**config.mk**
```make
export PLATFORM = sky130hd
export DESIGN_NAME = cu_sequencer_flat
export DESIGN_NICKNAME = d
export VERILOG_FILES = /design/src/rtl/cu_sequencer_if.sv /design/src/rtl/cu_sequencer.sv /design/src/flat_wrapper.sv
export SDC_FILE = /design/constraint.sdc
export NUM_CORES = 1
export LEC_CHECK = 0
export CAP_MARGIN = 20
export CORE_UTILIZATION = 40
export CTS_CLUSTER_DIAMETER = 100
export DETAILED_ROUTE_END_ITERATION = 8
export HOLD_SLACK_MARGIN = 0.06
export PLACE_DENSITY = 0.71
export SLEW_MARGIN = 40
export SYNTH_ARGS = -nofsm -noshare
export SYNTH_HDL_FRONTEND = slang
export SYNTH_SLANG_ARGS = --single-unit
```
**constraint.sdc**
```tcl
create_clock -name clk -period 2.1 [get_ports clk]
set_clock_uncertainty 0.2 [all_clocks]
set_input_delay 0.21 -clock clk [delete_from_list [all_inputs] [get_ports clk]]
set_output_delay 0.21 -clock clk [all_outputs]
set_load 0.05 [all_outputs]
```
**src/rtl/cu_sequencer_if.sv**
```systemverilog
// Bus between the sequencer, program memory and the 4-bit computational unit.
// The master side is the sequencer; the slave side is the memory/datapath.
interface cu_sequencer_if #(
  parameter int PC_W = 8
);
  logic [PC_W-1:0] pm_addr;
  logic [7:0]      pm_data;
  logic            hold;
  logic            r_eq_0;
  logic [7:0]      ir;
  logic [3:0]      nibble_ir;
  logic [3:0]      source_sel;
  logic [8:0]      reg_en;
  logic            i_sel;
  logic            x_sel;
  logic            y_sel;

  modport master (
    input  pm_data, hold, r_eq_0,
    output pm_addr, ir, nibble_ir, source_sel, reg_en, i_sel, x_sel, y_sel
  );

  modport slave (
    output pm_data, hold, r_eq_0,
    input  pm_addr, ir, nibble_ir, source_sel, reg_en, i_sel, x_sel, y_sel
  );
endinterface

```
**src/rtl/cu_sequencer.sv**
```systemverilog
// Fetch/decode/branch controller: holds pc and ir, decodes ir into datapath
// controls, and inserts a one-cycle NOP bubble on every taken branch.
module cu_sequencer #(
  parameter int          PC_W     = 8,
  parameter logic [7:0]  NOP_WORD = 8'hC8
) (
  input  logic           clk,
  input  logic           sync_reset,
  cu_sequencer_if.master bus
);
  localparam logic [PC_W-1:0] PC_ONE  = {{(PC_W-1){1'b0}}, 1'b1};
  localparam logic [PC_W-1:0] HI_MASK = {{(PC_W-4){1'b1}}, 4'h0};

  logic [PC_W-1:0] pc_q, pc_d;
  logic [7:0]      ir_q, ir_d;

  logic [2:0]      dst;
  logic [2:0]      src;
  logic [3:0]      source_sel;
  logic [8:0]      reg_en;
  logic            i_sel;
  logic            x_sel;
  logic            y_sel;
  logic            taken;
  logic [PC_W-1:0] target;

  assign dst = ir_q[7] ? ir_q[5:3] : ir_q[6:4];
  assign src = ir_q[2:0];
  // pc already points one past the instruction sitting in ir
  assign target = ((pc_q - PC_ONE) & HI_MASK) | {{(PC_W-4){1'b0}}, ir_q[3:0]};

  always_comb begin
    source_sel = 4'd10;
    reg_en     = 9'd0;
    i_sel      = 1'b0;
    x_sel      = 1'b0;
    y_sel      = 1'b0;
    taken      = 1'b0;

    if (!ir_q[7] || ir_q[7:6] == 2'b10) begin
      if (!ir_q[7])
        source_sel = 4'd8;
      else if (dst == src)
        source_sel = 4'd9;
      else
        source_sel = {1'b0, src};

      case (dst)
        3'd4:    reg_en[8] = 1'b1;
        default: reg_en[dst] = 1'b1;
      endcase

      // Any dm access post-increments i, unless i itself is the destination
      if ((dst == 3'd7 || (ir_q[7] && src == 3'd7 && dst != src)) && dst != 3'd6) begin
        reg_en[6] = 1'b1;
        i_sel     = 1'b1;
      end
    end else if (ir_q[7:5] == 3'b110) begin
      x_sel     = ir_q[4];
      y_sel     = ir_q[3];
      reg_en[4] = !(ir_q[3] && (src == 3'd0 || src == 3'd7));
    end else if (ir_q[4]) begin
      taken = !bus.r_eq_0;
    end else begin
      taken = 1'b1;
    end

    if (bus.hold)
      reg_en = 9'd0;
  end

  always_comb begin
    pc_d = pc_q + PC_ONE;
    ir_d = bus.pm_data;
    if (bus.hold) begin
      pc_d = pc_q;
      ir_d = ir_q;
    end else if (taken) begin
      pc_d = target;
      ir_d = NOP_WORD;
    end
  end

  always_ff @(posedge clk) begin
    if (sync_reset) begin
      pc_q <= '0;
      ir_q <= NOP_WORD;
    end else begin
      pc_q <= pc_d;
      ir_q <= ir_d;
    end
  end

  assign bus.pm_addr    = pc_q;
  assign bus.ir         = ir_q;
  assign bus.nibble_ir  = ir_q[3:0];
  assign bus.source_sel = source_sel;
  assign bus.reg_en     = reg_en;
  assign bus.i_sel      = i_sel;
  assign bus.x_sel      = x_sel;
  assign bus.y_sel      = y_sel;
endmodule

```
**src/flat_wrapper.sv**
```systemverilog
// flat-port wrapper written by rule: the top's interface ports become plain ports
module cu_sequencer_flat 
#(
  parameter int          PC_W     = 8,
  parameter logic [7:0]  NOP_WORD = 8'hC8
)
  (clk, sync_reset, bus_pm_data, bus_hold, bus_r_eq_0, bus_pm_addr, bus_ir, bus_nibble_ir, bus_source_sel, bus_reg_en, bus_i_sel, bus_x_sel, bus_y_sel);
  cu_sequencer_if #(.PC_W(PC_W)) bus_i ();
  input  logic clk;
  input  logic sync_reset;
  input wire logic [$bits(bus_i.pm_data)-1:0] bus_pm_data;
  input wire logic [$bits(bus_i.hold)-1:0] bus_hold;
  input wire logic [$bits(bus_i.r_eq_0)-1:0] bus_r_eq_0;
  output wire logic [$bits(bus_i.pm_addr)-1:0] bus_pm_addr;
  output wire logic [$bits(bus_i.ir)-1:0] bus_ir;
  output wire logic [$bits(bus_i.nibble_ir)-1:0] bus_nibble_ir;
  output wire logic [$bits(bus_i.source_sel)-1:0] bus_source_sel;
  output wire logic [$bits(bus_i.reg_en)-1:0] bus_reg_en;
  output wire logic [$bits(bus_i.i_sel)-1:0] bus_i_sel;
  output wire logic [$bits(bus_i.x_sel)-1:0] bus_x_sel;
  output wire logic [$bits(bus_i.y_sel)-1:0] bus_y_sel;
  assign bus_i.pm_data = bus_pm_data;
  assign bus_i.hold = bus_hold;
  assign bus_i.r_eq_0 = bus_r_eq_0;
  assign bus_pm_addr = bus_i.pm_addr;
  assign bus_ir = bus_i.ir;
  assign bus_nibble_ir = bus_i.nibble_ir;
  assign bus_source_sel = bus_i.source_sel;
  assign bus_reg_en = bus_i.reg_en;
  assign bus_i_sel = bus_i.i_sel;
  assign bus_x_sel = bus_i.x_sel;
  assign bus_y_sel = bus_i.y_sel;
  cu_sequencer #(.PC_W(PC_W), .NOP_WORD(NOP_WORD)) u_core (.clk(clk), .sync_reset(sync_reset), .bus(bus_i));
endmodule
```
==> flow_metrics.tcl <==
set metrics [dict create \
    grt_pass1_wl_mm 6.368 \
    cp.depth 5 \
    ctsHoldBuffers 0 \
    postSynthCellCount 176 \
    cp_max_fo 6 \
    rsz0062_at_grt "yes" \
    post-route-drc-count 0 \
    ant_nets 0 \
    die-area_mm2 0.003443 \
    synthDistinctLibCells 47 \
    worst_slack_ns -0.02508 \
    first_pass_iters 4 \
    port_buffers 47 \
    finalWirelength_mm 3.949 \
    grtUsageMet2_pct 41.05 \
    core_region_area_mm2 0.003053 \
    area_growth_pct 68.94 \
    fmax_ghz 0.4706 \
    violations "setup timing" \
    track_usage_pct 23.55 \
    avgSynthCellArea_um2 7.301 \
    clock_path_buffers 2 \
    ys.flop_type "dfxtp_1" \
    peakVddDrop_uv 338.7 \
    ys_seq_area_share_pct 24.93 \
    grt_pass1_vias 1426 \
    cts_made_buffers 3 \
    gp_congestion 0.8743 \
    layout.cells.non_filler 270 \
    drt_iter0_drc 60 \
    via_per_inst 5.593 \
    setup_viol 1 \
    antenna_found_initial 0 \
    io_pins 48 \
    crit_chain "mux2i_1 > xnor2_1 > or3_1 > and3_4 > buf_6" \
    worst_setup_path_start_kind "flip-flop" \
    reg2reg_depth 5 \
    rows 20 \
    status "complete, but fails checks" \
    final_cell_mix "clkdlybuf4s50_1 (26), buf_4 (23), a21oi_1 (15)" \
    p_per_area_mw_per_mm2 436.7 \
    cts_tree "yes" \
    drive_gt1_share_pct 30.53 \
    min_path_type "in -> reg" \
    timing.critical_path.buf_inv 1 \
    critical_path_class "reg -> out" \
    clock_sinks 16 \
    postLayoutCoreUtil_pct 71.11 \
    yosys_register_bits 16 \
    cp_top_family "simple AND/OR/NAND/NOR gates" \
    syn-cell-area_mm2 0.001285 \
    min_path_cells 3 \
    fp.dieW_um 58.68 \
    final.min_clock_period_ns 2.125 \
    synth-async-reset-ratio_pct 0 \
    multi_input_area_um2 988.4 \
    fin_crit_sh_pct 101.2 \
    yosys_warnings 0 \
    vias 1510 \
    syn-num-nets 190 \
    htreeDepth 1 \
    fp.dieH_um 58.68 \
    post-dp-hpwl_mm 2.738 \
    diodes 0 \
    worstPathArrival_ns 1.72 \
    p_leak_nw 0.8606 \
    final_common_cell "clkdlybuf4s50_1" \
    cpMaxStageDelayCell "dfxtp_4" \
    overflow 0 \
    wire_per_inst_um 14.63 \
    required_ns 1.69 \
    grt.busiest_layer "met2" \
    nFillCells 235 \
    cts.clk_slew.worst_paths_ns 0.09 \
    grt_start_max_net_pins 24 \
    initial_utilization_pct 42.09 \
    use_met3_pct 2.418 \
    seq_area_um2 347.8 \
    tightest_slew_ns 0.5049 \
    place_inst 256 \
    finalHoldViolCount 0 \
    clockRootBuffer "clkbuf_4" \
    fin_nets 241 \
    clock_latency_ns 0.29 \
    maxCapViolations 0 \
    cp-end-kind "primary output" \
    grt_use_met1_pct 28.80 \
    synth_edf_count 0 \
    crit_path_max_incr_delay_ns 0.39 \
    slew_headroom_pct 66.23 \
    drv_slew 0 \
]
[synth_stat cells (4+ instances only)]
cell type  instances  area share, %
and3_1             7            3.4
a21oi_1           15            5.8
nand2_1           15            4.4
o21ai_0            7            2.7
nand3_1            7            2.7
nand3b_1           5            2.9
buf_2              6            2.3
o21bai_1           4            2.3
dfxtp_1           16             25
nor3_1            13            5.1
nor2_1             8            2.3
nor2b_1            7            3.4
buf_4              4            2.3
clkbuf_1           8            2.3
inv_1              4            1.2
[power by group]
part	switching [W]	internal, W
logic	0.000252	0.000179
clock network	0.000100	0.0000692
registers	0.0000319	0.000317
[metrics by stage]
stage	instance area [µm²]	power [W]	hold slack [ns]	TNS (ns)	setup WS, ns
6_report	2171	0.0009480	0.2897	-0.02508	-0.02508
5_1_grt	2171	0.0009881	0.3097	-0.3033	-0.09923
4_1_cts	2138	0.0009447	0.2913	-0.02418	-0.02418
3_5_place_dp	2001	0.0007548	0.3264	0	0.09158
3_3_place_gp	2001	0.0007462	0.3154	0	0.1058
2_1_floorplan	1408	0.0006192	0.1630	0	0.03026
[metal layers]
layer | share of wire [%] | wire length [µm]
met1 | 43 | 1702
met2 | 51 | 2033
met3 | 3.2 | 127
met4 | 2.2 | 85
met5 | 0 | 0
[logic make-up (layout without fill, tap and decap cells)]
logic type,Yosys count,in the layout,share of synthesized area [%]
simple gates,80,80,34.28
compound gates,44,44,22.39
buf+inv,25,75,9.639
flops,16,16,24.93
mux,5,5,4.090
xor+xnor,4,4,2.727
fa+ha+maj,2,2,1.947
[registers in the layout, indices dropped and copies added, names as in the netlist]
register            flops
u_core.bus.ir           8
u_core.bus.pm_addr      8
[worst register-to-register path, stage by stage, from the launching register on]
cell and delay (ns):
dfxtp_4 0.38, buf_4 0.16, and3_1 0.32, a2111o_1 0.48, and3b_1 0.18, nor3_1 0.16
[layout make-up]
| cell class | count | area share (%) |
|---|---|---|
| Multi-Input combinational cell | 135 | 45.53 |
| Timing Repair Buffer | 66 | 33.78 |
| Sequential cell | 16 | 16.02 |
| Tap cell | 44 | 2.536 |
| Clock buffer | 3 | 1.037 |
| Inverter | 5 | 0.9222 |
| Clock inverter | 1 | 0.1729 |
[worst paths after layout]
check                        start               endpoint  slack, ns
setup / recovery  u_core.bus.ir[7]      bus_source_sel[2]      -0.03
hold reg to reg   u_core.bus.ir[1]       u_core.bus.ir[1]       0.35
setup reg to reg  u_core.bus.ir[7]  u_core.bus.pm_addr[5]       0.15
hold / removal      bus_pm_data[1]       u_core.bus.ir[1]       0.29
[timing repair]
item / 4_1_cts / 5_1_grt
pin swaps: 4 / 4
buffers inserted: 9 / 1
resized for setup: 11 / 7
endpoints found under the hold margin: 0 / 0
endpoints found under the setup margin: 6 / 10
Note: power is estimated with default switching activity, not from simulation.
